==> src/rtl/instr_mem_loader.sv <==
// Loads a framed, checksummed byte stream into instruction memory and holds
// the CPU in reset until a complete, verified program image is present.
//
// state    | meaning
// S_IDLE   | no session yet, CPU held in reset
// S_LEN_HI | waiting for word-count high byte
// S_LEN_LO | waiting for word-count low byte
// S_DATA   | assembling a 32-bit word, MSB first
// S_WRITE  | one-cycle memory write of the assembled word
// S_CHECK  | waiting for the checksum byte
// S_DONE   | image verified, CPU released
// S_ERR    | over-length or bad checksum, CPU held in reset
module instr_mem_loader #(
    parameter int WORDS = 64
) (
    input  logic        clk_i,
    input  logic        rst_i,
    input  logic        start_i,
    input  logic [7:0]  in_data_i,
    input  logic        in_valid_i,
    output logic        in_ready_o,
    output logic        mem_we_o,
    output logic [31:0] mem_addr_o,
    output logic [31:0] mem_wdata_o,
    output logic        cpu_rst_o,
    output logic        busy_o,
    output logic        done_o,
    output logic        err_o
);

    typedef enum logic [2:0] {
        S_IDLE, S_LEN_HI, S_LEN_LO, S_DATA, S_WRITE, S_CHECK, S_DONE, S_ERR
    } state_t;

    localparam logic [15:0] WORDS_L = 16'(WORDS);

    state_t      state_q, state_d;
    logic [15:0] len_q, len_d;
    logic [15:0] word_idx_q, word_idx_d;
    logic [1:0]  byte_cnt_q, byte_cnt_d;
    logic [7:0]  csum_q, csum_d;
    logic [31:0] shift_q, shift_d;
    logic [15:0] len_full;
    logic        accept;

    always_ff @(posedge clk_i) begin
        if (rst_i) begin
            state_q    <= S_IDLE;
            len_q      <= '0;
            word_idx_q <= '0;
            byte_cnt_q <= '0;
            csum_q     <= '0;
            shift_q    <= '0;
        end else begin
            state_q    <= state_d;
            len_q      <= len_d;
            word_idx_q <= word_idx_d;
            byte_cnt_q <= byte_cnt_d;
            csum_q     <= csum_d;
            shift_q    <= shift_d;
        end
    end

    // Outputs depend on the state register only, so in_ready has no path from in_valid.
    assign in_ready_o  = (state_q == S_LEN_HI) || (state_q == S_LEN_LO) ||
                         (state_q == S_DATA)   || (state_q == S_CHECK);
    assign mem_we_o    = (state_q == S_WRITE);
    assign mem_addr_o  = {14'd0, word_idx_q, 2'b00};
    assign mem_wdata_o = shift_q;
    assign cpu_rst_o   = (state_q != S_DONE);
    assign done_o      = (state_q == S_DONE);
    assign err_o       = (state_q == S_ERR);
    assign busy_o      = (state_q != S_IDLE) && (state_q != S_DONE) && (state_q != S_ERR);

    assign accept   = in_valid_i && in_ready_o;
    assign len_full = {len_q[15:8], in_data_i};

    always_comb begin
        state_d    = state_q;
        len_d      = len_q;
        word_idx_d = word_idx_q;
        byte_cnt_d = byte_cnt_q;
        csum_d     = csum_q;
        shift_d    = shift_q;

        case (state_q)
            S_IDLE, S_DONE, S_ERR: begin
                if (start_i) begin
                    state_d    = S_LEN_HI;
                    len_d      = '0;
                    word_idx_d = '0;
                    byte_cnt_d = '0;
                    csum_d     = '0;
                    shift_d    = '0;
                end
            end
            S_LEN_HI: begin
                if (accept) begin
                    len_d[15:8] = in_data_i;
                    csum_d      = csum_q + in_data_i;
                    state_d     = S_LEN_LO;
                end
            end
            S_LEN_LO: begin
                if (accept) begin
                    len_d  = len_full;
                    csum_d = csum_q + in_data_i;
                    if (len_full == 16'd0)
                        state_d = S_CHECK;
                    else if (len_full > WORDS_L)
                        state_d = S_ERR;
                    else
                        state_d = S_DATA;
                end
            end
            S_DATA: begin
                if (accept) begin
                    shift_d    = {shift_q[23:0], in_data_i};
                    csum_d     = csum_q + in_data_i;
                    byte_cnt_d = byte_cnt_q + 2'd1;
                    if (byte_cnt_q == 2'd3)
                        state_d = S_WRITE;
                end
            end
            S_WRITE: begin
                word_idx_d = word_idx_q + 16'd1;
                state_d    = (word_idx_q + 16'd1 == len_q) ? S_CHECK : S_DATA;
            end
            S_CHECK: begin
                if (accept)
                    state_d = (in_data_i == csum_q) ? S_DONE : S_ERR;
            end
            default: state_d = S_IDLE;
        endcase
    end

endmodule

==> config.mk <==
export PLATFORM = sky130hd
export DESIGN_NAME = instr_mem_loader
export DESIGN_NICKNAME = d
export VERILOG_FILES = /design/src/rtl/instr_mem_loader.sv
export SDC_FILE = /design/constraint.sdc
export NUM_CORES = 1
export LEC_CHECK = 0
export CAP_MARGIN = 20
export CORE_AREA = 2 2 97 137
export CTS_BUF_LIST = sky130_fd_sc_hd__clkbuf_4
export DETAILED_ROUTE_END_ITERATION = 10
export DIE_AREA = 0 0 99 139
export GPL_ROUTABILITY_DRIVEN = 1
export PLACE_DENSITY = 0.63
export SYNTH_ARGS = -nofsm -noshare
export SYNTH_HDL_FRONTEND = slang
export SYNTH_SLANG_ARGS = --single-unit
==> constraint.sdc <==
create_clock -name clk_i -period 2.4 [get_ports clk_i]
set_input_delay 0.24 -clock clk_i [delete_from_list [all_inputs] [get_ports clk_i]]
set_output_delay 0.24 -clock clk_i [all_outputs]
set_load 0.01 [all_outputs]
==> metrics.yaml <==
logic_synthesis:
  ys.flop_type: "dfxtp_1"
  synth_top_family_by_area: "simple AND/OR/NAND/NOR gates"
  syn_inst: 544
  synth_xor_xnor_area_share_pct: 5.89
  synth_edf_count: 0
  yosys.area_share.simple_pct: 26.4
  yosys_warnings: 0
  synth-adder-area-share_pct: 3.37
  postSynth.asyncResetShare_pct: 0
  ys_seq_area_share_pct: 35.8
  muxShareOfSynthArea_pct: 0.261
  avgSynthCellArea_sq_um: 7.92
  ys_seq_elements: 77
  syn_area_sq_um: 4310
  ys_types: 69
  synth_compound_area_share_pct: 20.4
layout:
  drive_gt1_share_pct: 13.5
  nNetsFinal: 648
  fillers: 1275
  syn2layout_area_growth_pct: 25.3
  diodes: 0
  final_common_cell: "a21oi_1"
  fin_area_sq_um: 5400
  ff_latch_area_sq_um: 1550
  mostFrequentLayoutCells: "a21oi_1, dfxtp_1, nand2_1, clkdlybuf4s50_1, nand3_1"
  multi_input_area_sq_um: 2520
status:
  status: "completed"
timing:
  relSlewSlack_pct: 53.9
  rsz0062_at_grt: "no"
  tightest_slew_ns: 0.692
  finalHoldViolCount: 0
  min_period_ns: 2.33
  setup_violations: 0
  post-route-period-util_pct: 96.9
  setup_tns_ns: 0
  slew_viol_final: 0
  max_freq_ghz: 0.430
  fin_skew_ns: 0.0221
setup_path:
  crit_required_ns: 2.71
  critical_path.max_fanout: 10
  critPathKind: "reg2reg"
  r2r_start: "word_idx_q[0]"
  critPathArrivalTime_ns: 2.64
  end_kind: "register"
  startpoint: "word_idx_q[0]"
  cp-start-kind: "register"
cts:
  clock_latency_ns: 0.44
  tritoncts: "built"
  clkTransAtPathRegs_ns: 0.15
  clock_tree.root_cell: "clkbuf_4"
  post_cts_buffers: 0
  post_cts_resized: 0
  cts_buffer_depth: 2
  cts_buffers: 9
  htreeDepth: 3
  postCtsHoldBufs: 0
  numClockSinks: 77
power_and_ir_drop:
  comb_power_share_pct: 41.1
  power_frac_clock_pct: 20.5
  sw_frac_of_total_pct: 41.5
  intPower_mw: 2.21
  ir_drop_mv: 0.405
  p_leak_nw: 1.88
  seqPwrFrac_pct: 38.4
  powerDensity_nw_per_um2: 699
  power.switching_mw: 1.57
global_route:
  grt_pass1_wl_mm: 19.6
  grt_pass1_vias: 3984
  overflow: 0
  track_usage_pct: 17.2
  antenna_found_initial: 0
  grt_max_degree: 36
drt:
  ant_nets: 0
  vias_per_cell: 5.39
  post-route-drc-count: 0
  vias: 4222
  firstDrtPassIters: 5
  wl_mm: 12.0
  drt_iter0_drc: 240
  routedWlPerCell_um: 15.4
placed_design:
  post_dp_cell_area_sq_um: 5240
  dpl.hpwl_mm: 8.67
  portBuffers: 65
  gp_congestion: 0.882
floorplan:
  rows: 49
  die_area_sq_um: 13800
  io_pins: 82
  coreArea_sq_um: 12600
  start_util_pct: 34.3
  fp.dieW_um: 99
  die_y_um: 139
flow_run:
  max_cap_viol_count: 0
worst_hold_path:
  hold_start: "rst_i"
  min_path_type: "in2reg"
-- Yosys cell counts, types with 3 or more instances --
library cell  number  area [sq um]
clkbuf_1          16          60.1
dfxtp_1           77          1540
xor2_1             7          61.3
buf_2              9          45.0
a31oi_1            4          25.0
a21o_1             4          30.0
nor2_1            36           135
a22oi_1            7          52.6
and2_1             5          31.3
nand3_1           57           285
nand3b_1           6          45.0
a21oi_1           80           400
nor4_1             7          43.8
o221ai_1           3          26.3
o21ai_0           16          80.1
buf_4             21           158
xnor2_1           22           193
nand2_1           66           248
ha_1              10           125
or3_1              4          25.0
and3_1             3          18.8
a211oi_1           4          30.0
nor2b_1            3          18.8
nor3_1            11          55.1
o21bai_1           3          22.5
buf_6              3          33.8
inv_1              6          22.5
nor3_2             4          40.0
nand2b_1           3          18.8
-- worst max-delay path, cell delays in order, from the launching register on --
cell	delay, ns
dfxtp_1	0.37
ha_2	0.26
nand3_4	0.16
nor2_4	0.26
xnor2_1	0.14
a2111oi_2	0.38
nand4b_1	0.22
nor4_4	0.26
o32ai_1	0.14
-- logic make-up (layout without fill, tap and decap cells) --
family                   count (synthesis)  in the layout
other                                    1             16
multiplexers                             1              1
buffers and inverters                   59            130
XOR/XNOR                                29             29
flip-flops                              77             77
AND/OR/NAND/NOR                        223            223
AO/OA/AOI/OAI                          143            143
adder cells (fa/ha/maj)                 11             11
-- stage by stage --
step                worst slack, ns  instances  utilization, %  power, mW  hold slack [ns]
floorplan                     0.256        559               -       2.48            0.392
global route                0.00321        783            43.0       4.02            0.324
finish                       0.0736        783            43.0       3.77            0.333
CTS                          0.0234        783            42.7       3.78            0.301
global placement            -0.0999        767            41.7       2.98            0.440
detailed placement           -0.136        767            41.7       3.01            0.446
-- worst paths after layout --
path                           to  slack (ns)  cells after the start
setup reg to reg       state_q[1]        0.07                      8
hold reg to reg   mem_wdata_o[31]        0.46                      2
hold / removal      word_idx_q[1]        0.33                      2
setup / recovery       state_q[1]        0.07                      8
-- cell type report --
type	count	share of cell area, %
tap	153	3.55
timing repair buffer	106	18.1
sequential	77	28.6
inverter	8	0.556
multi-input combinational	423	46.7
clock inverter	7	1.16
clock buffer	9	1.25
-- flip-flops by register name, summed over array words and instances (netlist names) --
signal and flops:
byte_cnt_q 2, len_q 16, csum_q 8, mem_wdata_o 32, state_q 3, word_idx_q 16
-- power groups by stage --
stage	clock network, mW	logic (mW)	registers, mW
after CTS	0.800	1.54	1.45
after global routing	0.852	1.71	1.47
final	0.775	1.55	1.45
after detailed placement	0	1.53	1.47
after global placement	0	1.51	1.47
after floorplan	0	1.05	1.43
-- routing by layer --
metal / track usage, % / wire (um)
met5: 0 / 0
met4: 7.57 / 287
met3: 4.18 / 717
met2: 29.3 / 6060
met1: 20.2 / 4960
Power figures use the tool's default switching activity.
